==> src/rtl/ha_array_accum_pipe.sv <==
// Three-stage valid/ready accumulator that weights the four HA-array row pairs
// into a 16-bit product, with optional saturation and a handshake counter.
module ha_array_accum_pipe #(
  parameter int unsigned COUNT_W  = 16,
  parameter bit          SATURATE = 1'b1
) (
  input  logic               clk,
  input  logic               rst_n,
  input  logic               in_valid,
  output logic               in_ready,
  input  logic [6:0]         ha_array_0_b,
  input  logic [8:0]         ha_array_0_t,
  input  logic [6:0]         ha_array_1_b,
  input  logic [8:0]         ha_array_1_t,
  input  logic [6:0]         ha_array_2_b,
  input  logic [8:0]         ha_array_2_t,
  input  logic [6:0]         ha_array_3_b,
  input  logic [8:0]         ha_array_3_t,
  output logic               out_valid,
  input  logic               out_ready,
  output logic [15:0]        product,
  output logic               ovf,
  output logic [COUNT_W-1:0] txn_cnt
);

  logic [3:0][6:0]  row_b;
  logic [3:0][8:0]  row_t;
  logic [3:0][9:0]  r_d;
  logic [3:0][9:0]  r_q;
  logic [12:0]      p0_d;
  logic [12:0]      p1_d;
  logic [12:0]      p0_q;
  logic [12:0]      p1_q;
  logic [16:0]      s_d;
  logic             v1;
  logic             v2;
  logic             v3;
  logic             ld1;
  logic             ld2;
  logic             ld3;

  assign row_b = {ha_array_3_b, ha_array_2_b, ha_array_1_b, ha_array_0_b};
  assign row_t = {ha_array_3_t, ha_array_2_t, ha_array_1_t, ha_array_0_t};

  // A stage may load when empty or when the stage ahead is draining it.
  assign ld3      = !v3 || out_ready;
  assign ld2      = !v2 || ld3;
  assign ld1      = !v1 || ld2;
  assign in_ready = ld1;
  assign out_valid = v3;

  always_comb begin
    r_d = '0;
    for (int unsigned k = 0; k < 4; k++) begin
      r_d[k] = {1'b0, row_t[k]} + {1'b0, row_b[k], 2'b00};
    end
  end

  assign p0_d = {3'b000, r_q[0]} + {1'b0, r_q[1], 2'b00};
  assign p1_d = {3'b000, r_q[2]} + {1'b0, r_q[3], 2'b00};
  assign s_d  = {4'b0000, p0_q} + {p1_q, 4'b0000};

  always_ff @(posedge clk or negedge rst_n) begin
    if (!rst_n) begin
      v1  <= 1'b0;
      r_q <= '0;
    end else if (ld1) begin
      v1 <= in_valid;
      if (in_valid) begin
        r_q <= r_d;
      end
    end
  end

  always_ff @(posedge clk or negedge rst_n) begin
    if (!rst_n) begin
      v2   <= 1'b0;
      p0_q <= '0;
      p1_q <= '0;
    end else if (ld2) begin
      v2 <= v1;
      if (v1) begin
        p0_q <= p0_d;
        p1_q <= p1_d;
      end
    end
  end

  always_ff @(posedge clk or negedge rst_n) begin
    if (!rst_n) begin
      v3      <= 1'b0;
      product <= '0;
      ovf     <= 1'b0;
    end else if (ld3) begin
      v3 <= v2;
      if (v2) begin
        product <= (SATURATE && s_d[16]) ? 16'hFFFF : s_d[15:0];
        ovf     <= s_d[16];
      end
    end
  end

  always_ff @(posedge clk or negedge rst_n) begin
    if (!rst_n) begin
      txn_cnt <= '0;
    end else if (v3 && out_ready) begin
      txn_cnt <= txn_cnt + COUNT_W'(1);
    end
  end

endmodule

==> config.mk <==
export PLATFORM = sky130hd
export DESIGN_NAME = ha_array_accum_pipe
export DESIGN_NICKNAME = d
export VERILOG_FILES = /design/src/rtl/ha_array_accum_pipe.sv
export SDC_FILE = /design/constraint.sdc
export NUM_CORES = 1
export LEC_CHECK = 0
export BUFFER_PORTS_ARGS = -buffer_cell sky130_fd_sc_hd__buf_2
export CAP_MARGIN = 20
export CORE_UTILIZATION = 40
export DETAILED_ROUTE_END_ITERATION = 10
export REMOVE_ABC_BUFFERS = 1
export SLEW_MARGIN = 20
export SYNTH_ARGS = -nofsm -noshare
export SYNTH_HDL_FRONTEND = slang
export SYNTH_SLANG_ARGS = --single-unit
==> constraint.sdc <==
create_clock -name clk -period 6.1 [get_ports clk]
set_input_delay 0.305 -clock clk [delete_from_list [all_inputs] [get_ports clk]]
set_output_delay 0.305 -clock clk [all_outputs]
set_load 0.01 [all_outputs]
==> flow_metrics.py, run 1 <==
metrics = {
    "route": {
        "drc": 0,
        "avgRoutedWirePerCell_um": 12.7,
        "ant_nets": 0,
        "totalWireLength_mm": 11.6,
        "detail_route.first_pass.iterations": 5,
        "routed_via_density": 5.06,
        "vias": 4587,
        "drt_iter0_markers": 173,
    },
    "floorplanning": {
        "dieArea_um2": 15400,
        "io_pins": 103,
        "core_um2": 14500,
        "die_h_um": 124,
        "rows": 44,
        "start_util_pct": 41.0,
        "die_w_um": 124,
    },
    "clock_tree": {
        "cts_buffers": 9,
        "cts_setup_buffers": 0,
        "cts_max_level": 3,
        "cts_sinks": 102,
        "cts_tree": "yes",
        "clk_pin_slew_worst_paths_ps": 70,
        "clock_latency_ps": 350,
        "clockBufferDepth": 2,
        "cts_root_buffer": "clkbuf_16",
    },
    "synth": {
        "synth_top_area_share_pct": 42.8,
        "synth_edf_count": 0,
        "synthDistinctLibCells": 48,
        "synth_async_sr_flop_share_pct": 100,
        "yosys-top-cells-area": "dfrtp_1 43%, ha_1 11%, nand2_1 7.4%, xnor2_1 5.9%, o21ai_0 4.4%",
        "ys_seq_area_share_pct": 42.8,
        "synthesis.area_um2": 5960,
        "synth_warnings": 0,
        "yosys.area.top_type": "dfrtp_1",
        "syn_inst": 619,
        "synth_seq_cells": 102,
        "synthFlopType": "dfrtp_1",
        "syn_avg_cell_area_um2": 9.62,
    },
    "global_route": {
        "antenna_found_initial": 0,
        "grt_pass1_vias": 4415,
        "global_route.usage.total_pct": 16.3,
        "grt_max_degree": 70,
        "grt_pass1_wl_mm": 20.0,
        "gr-total-overflow": 0,
    },
    "final_layout": {
        "layout_commonest_cell": "nand2_1",
        "areaGrowthSynthToFinish_pct": 17.2,
        "fillers": 1382,
        "fin_cells": 907,
        "drive_gt1_share_pct": 18.7,
        "mostFrequentLayoutCells": "116 x nand2_1, 102 x dfrtp_1, 101 x buf_2",
        "num_antenna_cells": 0,
        "finalNetCount": 847,
    },
    "worst_hold_path": {
        "hold_depth": 3,
        "min_path_type": "in -> reg",
    },
    "sta": {
        "finClkSkew_ps": 4.49,
        "rsz0062_at_grt": "false",
        "period_minus_slack_ps": 2390,
        "slew_viol_final": 0,
        "tns_ps": 0,
        "worstMarginPinSlew_ps": 962,
        "period_share_pct": 39.1,
        "slew_headroom_pct": 35.9,
        "fmax_mhz": 419,
        "setup_viol": 0,
        "hold_viol": 0,
    },
    "worst_setup_path": {
        "start_kind": "register",
        "cp.arrival_ps": 2620,
        "endpoint_kind": "register",
        "cp_max_fo": 17,
        "rrSetupSlack_ps": 3710,
        "crit_type": "reg -> reg",
        "cp.required_ps": 6330,
        "ff2ff_path_depth": 8,
    },
    "outcome": {
        "status": "finished, final reports clean",
    },
    "power_and_ir_drop": {
        "powerDensity_nw_per_um2": 391,
        "ir_worst_vdd_mv": 0.204,
        "power_leakage_nw": 3.39,
    },
    "placement": {
        "dp_hpwl_mm": 8.78,
        "place_congestion": 0.746,
        "io_buffer_count": 102,
        "placed_cells": 890,
    },
    "flow_run": {
        "drv_cap": 0,
    },
}
-- worst paths after layout --
kind,endpoint,startpoint
hold reg to reg,txn_cnt[15]$_DFFE_PN0P_,txn_cnt[15]$_DFFE_PN0P_
max in group asynchronous,p1_q[2]$_DFFE_PN0P_,rst_n
setup / recovery,product[5]$_DFFE_PN0P_,p0_q[4]$_DFFE_PN0P_
setup reg to reg,product[5]$_DFFE_PN0P_,p0_q[4]$_DFFE_PN0P_
hold / removal,r_q[20]$_DFFE_PN0P_,ha_array_2_t[0]
min in group asynchronous,r_q[1]$_DFFE_PN0P_,rst_n
-- critical path, cell delays in order (launching register included) --
cell and delay [ps]:
dfrtp_1 380, ha_1 250, fa_1 420, a21oi_2 170, o21ai_2 110, o21ai_2 200, mux2i_1 310, o21ai_4 180
o22a_1 250
-- sequential cells by signal, summed over array words and instances, names as in the netlist --
name / flops
v1: 1
txn_cnt: 16
product: 16
p0_q: 13
ovf: 1
v2: 1
r_q: 40
out_valid: 1
p1_q: 13
-- cell usage after synthesis, drive strengths merged (12+ instances only) --
cell type	instances
a21oi	32
clkbuf	12
nand3	15
ha	54
nand2	117
o22a	16
dfrtp	102
nor2	15
o21ai	58
inv	28
xor2	12
xnor2	40
-- timing repair --
| action | in CTS | in global routing |
|---|---|---|
| endpoints found under the hold margin | 33 | 0 |
| resized for setup | 0 | 0 |
| hold buffers | 1 | 0 |
-- per-stage QoR --
step	hold WS, ps	cell area (µm²)	power [mW]	setup WS, ps	util, %
floorplan	9.41	5880	1.82	3900	-
global placement	270	6650	2.10	3780	45.7
detailed placement	279	6650	2.14	3710	45.7
CTS	141	6980	2.76	3690	48.0
global route	153	6980	2.96	3490	48.0
finish	147	6980	2.73	3710	48.0
-- logic make-up (layout without fill, tap and decap cells) --
| family | count (synthesis) | after routing | share of synthesized area [%] |
|---|---|---|---|
| muxes | 2 | 2 | 0.357 |
| AOI/OAI and AO/OA | 159 | 159 | 17.6 |
| adders and majority gates | 61 | 61 | 13.7 |
| buffers and inverters | 46 | 150 | 3.11 |
| DFF | 102 | 102 | 42.8 |
| and+or+nand+nor | 197 | 197 | 14.8 |
| xor gates and xnor gates | 52 | 52 | 7.65 |
-- power by group --
group	internal [mW]	total [mW]	switching, mW
sequential	0.874	1.02	0.142
combinational	0.506	1.10	0.590
clock	0.360	0.617	0.257
-- layout make-up --
class	instances	area [µm²]	share of cell area (%)
multi-input combinational	471	3220	46.2
clock buffer	9	225	3.23
inverter	28	105	1.51
timing repair buffer	106	546	7.82
clock inverter	7	98.8	1.42
tap	184	230	3.30
sequential	102	2550	36.6
-- metal layers --
metal	up-vias	GRT usage, %	wire, µm
li1	2343	-	-
met1	2136	21.0	5520
met2	91	27.6	5290
met3	17	2.24	488
met4	0	6.47	252
met5	-	0	0
Note: power is estimated with default switching activity, not from simulation.
==> run 2: changes to the inputs <==
clock period = 2.2 ns   (was 6.1 ns; I/O delays follow)
==> flow_metrics.py, run 2 (synthesized netlist as in run 1, its figures left out) <==
metrics = {
    "outcome": {
        "status": "finished, final reports clean",
    },
    "global_route": {
        "antenna_found_initial": 0,
        "global_route.usage.total_pct": 17.1,
        "grt_max_degree": 69,
        "grt_pass1_vias": 4524,
        "gr-total-overflow": 0,
        "grt_pass1_wl_mm": 20.5,
    },
    "clock_tree": {
        "cts_sinks": 102,
        "cts_tree": "yes",
        "cts_root_buffer": "clkbuf_16",
        "clock_latency_ps": 350,
        "clockBufferDepth": 2,
        "clk_pin_slew_worst_paths_ps": 60,
        "cts_buffers": 9,
        "cts_max_level": 3,
    },
    "placement": {
        "place_congestion": 0.766,
        "placed_cells": 900,
        "dp_hpwl_mm": 9.14,
        "io_buffer_count": 102,
    },
    "final_layout": {
        "areaGrowthSynthToFinish_pct": 19.6,
        "mostFrequentLayoutCells": "116 x nand2_1, 102 x dfrtp_1, 101 x buf_2",
        "layout_commonest_cell": "nand2_1",
        "regMostFlops": "r_q",
        "num_antenna_cells": 0,
        "drive_gt1_share_pct": 19.8,
        "reg_top3": "r_q (40), product (16), txn_cnt (16)",
        "finalNetCount": 866,
        "layout.core_utilization_pct": 49.0,
        "largest_reg_flops": 40,
        "fin_cells": 925,
    },
    "power_and_ir_drop": {
        "total_power_mw": 7.57,
        "ir_worst_vdd_mv": 0.510,
        "power_leakage_nw": 3.48,
        "powerDensity_nw_per_um2": 1060,
    },
    "sta": {
        "slew_headroom_pct": 32.5,
        "tns_ps": 0,
        "whs_ps": 30.2,
        "slew_viol_final": 0,
        "hold_viol": 0,
        "rsz0062_at_grt": "true",
        "finClkSkew_ps": 6.85,
        "period_minus_slack_ps": 2150,
        "fmax_mhz": 466,
        "setup_viol": 0,
        "worstMarginPinSlew_ps": 1010,
        "period_share_pct": 97.6,
    },
    "route": {
        "detail_route.first_pass.iterations": 4,
        "totalWireLength_mm": 12.0,
        "drt_iter0_markers": 203,
        "ant_nets": 0,
        "drc": 0,
        "vias": 4607,
        "routed_via_density": 4.98,
        "avgRoutedWirePerCell_um": 13.0,
    },
    "floorplanning": {
        "die_h_um": 124,
        "io_pins": 103,
        "dieArea_um2": 15400,
        "rows": 44,
        "start_util_pct": 41.0,
        "die_w_um": 124,
        "core_um2": 14500,
    },
    "worst_setup_path": {
        "endpoint_kind": "register",
        "start_kind": "register",
        "rrSetupSlack_ps": 50,
        "cp.required_ps": 2440,
        "crit_type": "reg -> reg",
        "cp.arrival_ps": 2380,
        "rr_startpoint": "p0_q[4]$_DFFE_PN0P_",
        "rr_endpoint": "product[4]$_DFFE_PN0P_",
        "ff2ff_path_depth": 8,
        "cp_max_fo": 17,
    },
    "worst_hold_path": {
        "min_path_type": "in -> reg",
        "hold_depth": 3,
        "hold_path_end": "r_q[11]$_DFFE_PN0P_",
        "min_from": "ha_array_1_t[1]",
    },
    "flow_run": {
        "drv_cap": 0,
    },
}
==> run 2: cell types whose count changed in the layout (fill, tap and decap cells not counted), moves of 2 or more <==
cell,change
buf_4,+11
clkbuf_1,+2
clkinvlp_4,-4
dlygate4sd3_1,+8
==> run 2: metrics by stage <==
stage / instance area [µm²] / setup WS (ps)
floorplan: 5880 / -0.313
CTS: 7110 / 1.58
finish: 7120 / 52.0
global placement: 6720 / -23.9
global route: 7120 / -53.0
detailed placement: 6720 / -70.9
==> run 2: repair_timing <==
item / 4_1_cts / 5_1_grt
hold buffers: 9 / 0
cloned: 0 / 0
endpoints found under the hold margin: 73 / 0
endpoints found under the setup margin: 17 / 18
pin swaps: 3 / 12
buffers inserted: 1 / 2
gates resized for setup: 3 / 1
==> run 2: report_power, final <==
group	leakage (nW)	total (mW)	internal [mW]	switching [mW]
clock	0.143	1.58	0.910	0.674
combinational	2.09	3.16	1.49	1.66
sequential	1.24	2.83	2.43	0.407
total	3.48	7.57	4.83	2.74
==> run 2: per-layer routing <==
metal  GRT usage [%]  routed length [µm]  up-vias
met2            28.7                5580       81
li1                -                   -     2378
met4            7.66                 243        0
met5               0                   0        -
met1            21.3                5710     2133
met3            3.11                 501       15
==> run 2: layout make-up <==
cell class	count	area (µm²)
sequential	102	2550
inverter	28	105
tap	184	230
timing repair buffer	125	708
fill	1398	7410
multi-input combinational	471	3240
clock inverter	3	43.8
clock buffer	12	246
==> run 2: worst max path at each step <==
| stage | from | end | cells past startpoint |
|---|---|---|---|
| floorplan | p0_q[4]$_DFFE_PN0P_ | product[0]$_DFFE_PN0P_ | 8 |
| global placement | p0_q[4]$_DFFE_PN0P_ | product[4]$_DFFE_PN0P_ | 8 |
| detailed placement | p0_q[4]$_DFFE_PN0P_ | product[15]$_DFFE_PN0P_ | 8 |
| CTS | p0_q[4]$_DFFE_PN0P_ | product[4]$_DFFE_PN0P_ | 8 |
| global route | p0_q[4]$_DFFE_PN0P_ | product[4]$_DFFE_PN0P_ | 8 |
| finish | p0_q[4]$_DFFE_PN0P_ | product[4]$_DFFE_PN0P_ | 8 |
==> run 2: critical path, cell delays in order, from the launching register on <==
cell     delay [ps]
dfrtp_1         390
ha_2            200
fa_2            350
a21oi_2         160
o21ai_2          90
o21ai_2         190
mux2i_2         280
o21ai_4         160
o22a_1          210
==> run 3: changes to the inputs <==
SETUP_SLACK_MARGIN = 0.15   (was unset)
SLEW_MARGIN = unset   (was 20)
==> flow_metrics.py, run 3 (synthesized netlist as in run 1, its figures left out) <==
metrics = {
    "outcome": {
        "status": "finished, final reports clean",
    },
    "placement": {
        "io_buffer_count": 102,
        "dp_hpwl_mm": 9.14,
        "place_congestion": 0.766,
    },
    "worst_setup_path": {
        "ff2ff_path_depth": 9,
        "endpoint_kind": "register",
        "cp_max_fo": 8,
        "crit_type": "reg -> reg",
        "cp.required_ps": 2440,
        "crit_start": "p1_q[0]$_DFFE_PN0P_",
        "crit_end": "product[8]$_DFFE_PN0P_",
        "rr_startpoint": "p1_q[0]$_DFFE_PN0P_",
        "rrSetupSlack_ps": 3,
        "cp.arrival_ps": 2430,
        "start_kind": "register",
        "rr_endpoint": "product[8]$_DFFE_PN0P_",
    },
    "power_and_ir_drop": {
        "powerDensity_nw_per_um2": 1060,
        "power_switching_mw": 2.82,
        "pwr-share-comb_pct": 42.9,
        "ir_worst_vdd_mv": 0.509,
        "power_leakage_nw": 3.54,
        "p_clk_share_pct": 20.5,
        "swShare_pct": 36.3,
        "p_seq_share_pct": 36.6,
        "internal-power_mw": 4.94,
    },
    "clock_tree": {
        "clockBufferDepth": 2,
        "cts_max_level": 3,
        "cts_buffers": 9,
        "cts_sinks": 102,
        "clock_latency_ps": 350,
        "clk_pin_slew_worst_paths_ps": 60,
        "cts_tree": "yes",
        "cts_root_buffer": "clkbuf_16",
    },
    "global_route": {
        "antenna_found_initial": 0,
        "met3_usage_pct": 3.11,
        "grt_pass1_vias": 4530,
        "grt_pass1_wl_mm": 20.5,
        "grt_use_met1_pct": 21.2,
        "grt_max_degree": 69,
        "gr-total-overflow": 0,
        "top_usage_layer": "met2",
        "grt_util_met2_pct": 28.9,
        "global_route.usage.total_pct": 17.1,
    },
    "route": {
        "drt_iter0_markers": 216,
        "avgRoutedWirePerCell_um": 13.3,
        "routed_via_density": 5.01,
        "totalWireLength_mm": 12.4,
        "vias": 4677,
        "detail_route.first_pass.iterations": 4,
        "ant_nets": 0,
        "drc": 0,
    },
    "floorplanning": {
        "rows": 44,
        "die_h_um": 124,
        "dieArea_um2": 15400,
        "io_pins": 103,
        "die_w_um": 124,
        "start_util_pct": 41.0,
        "core_um2": 14500,
    },
    "final_layout": {
        "layout_commonest_cell": "nand2_1",
        "finalNetCount": 875,
        "mostFrequentLayoutCells": "116 x nand2_1, 102 x dfrtp_1, 101 x buf_2",
        "reg_top3": "r_q (40), product (16), txn_cnt (16)",
        "areaGrowthSynthToFinish_pct": 22.7,
        "regMostFlops": "r_q",
        "drive_gt1_share_pct": 23.2,
        "layout.core_utilization_pct": 50.3,
        "num_antenna_cells": 0,
        "largest_reg_flops": 40,
    },
    "sta": {
        "worstMarginPinSlew_ps": 928,
        "finClkSkew_ps": 7.98,
        "fmax_mhz": 455,
        "period_share_pct": 99.9,
        "setup_viol": 0,
        "slew_headroom_pct": 38.1,
        "hold_viol": 0,
        "period_minus_slack_ps": 2200,
        "slew_viol_final": 0,
        "rsz0062_at_grt": "true",
        "whs_ps": 30.0,
    },
    "worst_hold_path": {
        "min_path_type": "in -> reg",
    },
    "flow_run": {
        "drv_cap": 0,
    },
}
[run 3: how the worst min path moves through the flow]
stage	from	endpoint	cells after the start
3_5_place_dp	rst_n	txn_cnt[15]$_DFFE_PN0P_	1
2_1_floorplan	rst_n	out_valid$_DFFE_PN0P_	0
3_3_place_gp	rst_n	r_q[1]$_DFFE_PN0P_	1
4_1_cts	ha_array_1_t[1]	r_q[11]$_DFFE_PN0P_	3
5_1_grt	ha_array_1_t[1]	r_q[11]$_DFFE_PN0P_	3
6_report	ha_array_1_t[1]	r_q[11]$_DFFE_PN0P_	3
[run 3: routing by layer]
| layer | share of wire (%) | wire length (µm) |
|---|---|---|
| met1 | 47 | 5810 |
| met2 | 47 | 5860 |
| met3 | 4.1 | 504 |
| met4 | 2.0 | 243 |
| met5 | 0 | 0 |
[run 3: layout make-up]
class                           instances  area (µm²)
Fill cell                            1384        7220
Multi-Input combinational cell        471        3320
Sequential cell                       102        2550
Timing Repair Buffer                  134         810
Clock buffer                           12         246
Tap cell                              184         230
Inverter                               28         105
Clock inverter                          3        43.8
[run 3: timing repair]
item / CTS / global route
endpoints found under the hold margin: 73 / 0
cloned: 0 / 1
buffers inserted: 3 / 6
gates resized for setup: 10 / 16
hold buffers: 9 / 0
pin swaps: 7 / 34
endpoints found under the setup margin: 21 / 25
[run 3: critical path, stage by stage, from the launching register on]
cell and delay, ps:
dfrtp_1 390, ha_2 200, fa_2 370, a21oi_2 160
o21ai_2 80, o21ai_2 190, mux2i_2 280, o21ai_4 100
clkbuf_16 170, o22a_1 150
[run 3: metrics by stage]
stage	instances	total power, mW	area, µm²	TNS, ps	worst slack [ps]
floorplan	601	5.04	5880	-5.01	-0.313
global placement	900	5.89	6720	-363	-23.9
detailed placement	900	5.98	6720	-1040	-70.9
CTS	927	7.70	7170	-123	-14.3
global route	934	8.38	7310	-1400	-91.0
finish	934	7.76	7310	0	2.99
[run 3: power groups by stage]
| stage | logic (mW) | clock network (mW) | registers (mW) |
|---|---|---|---|
| after floorplan | 2.17 | 0 | 2.86 |
| after global placement | 3.04 | 0 | 2.84 |
| after detailed placement | 3.11 | 0 | 2.87 |
| after CTS | 3.22 | 1.64 | 2.84 |
| after global routing | 3.75 | 1.71 | 2.92 |
| final | 3.33 | 1.59 | 2.84 |
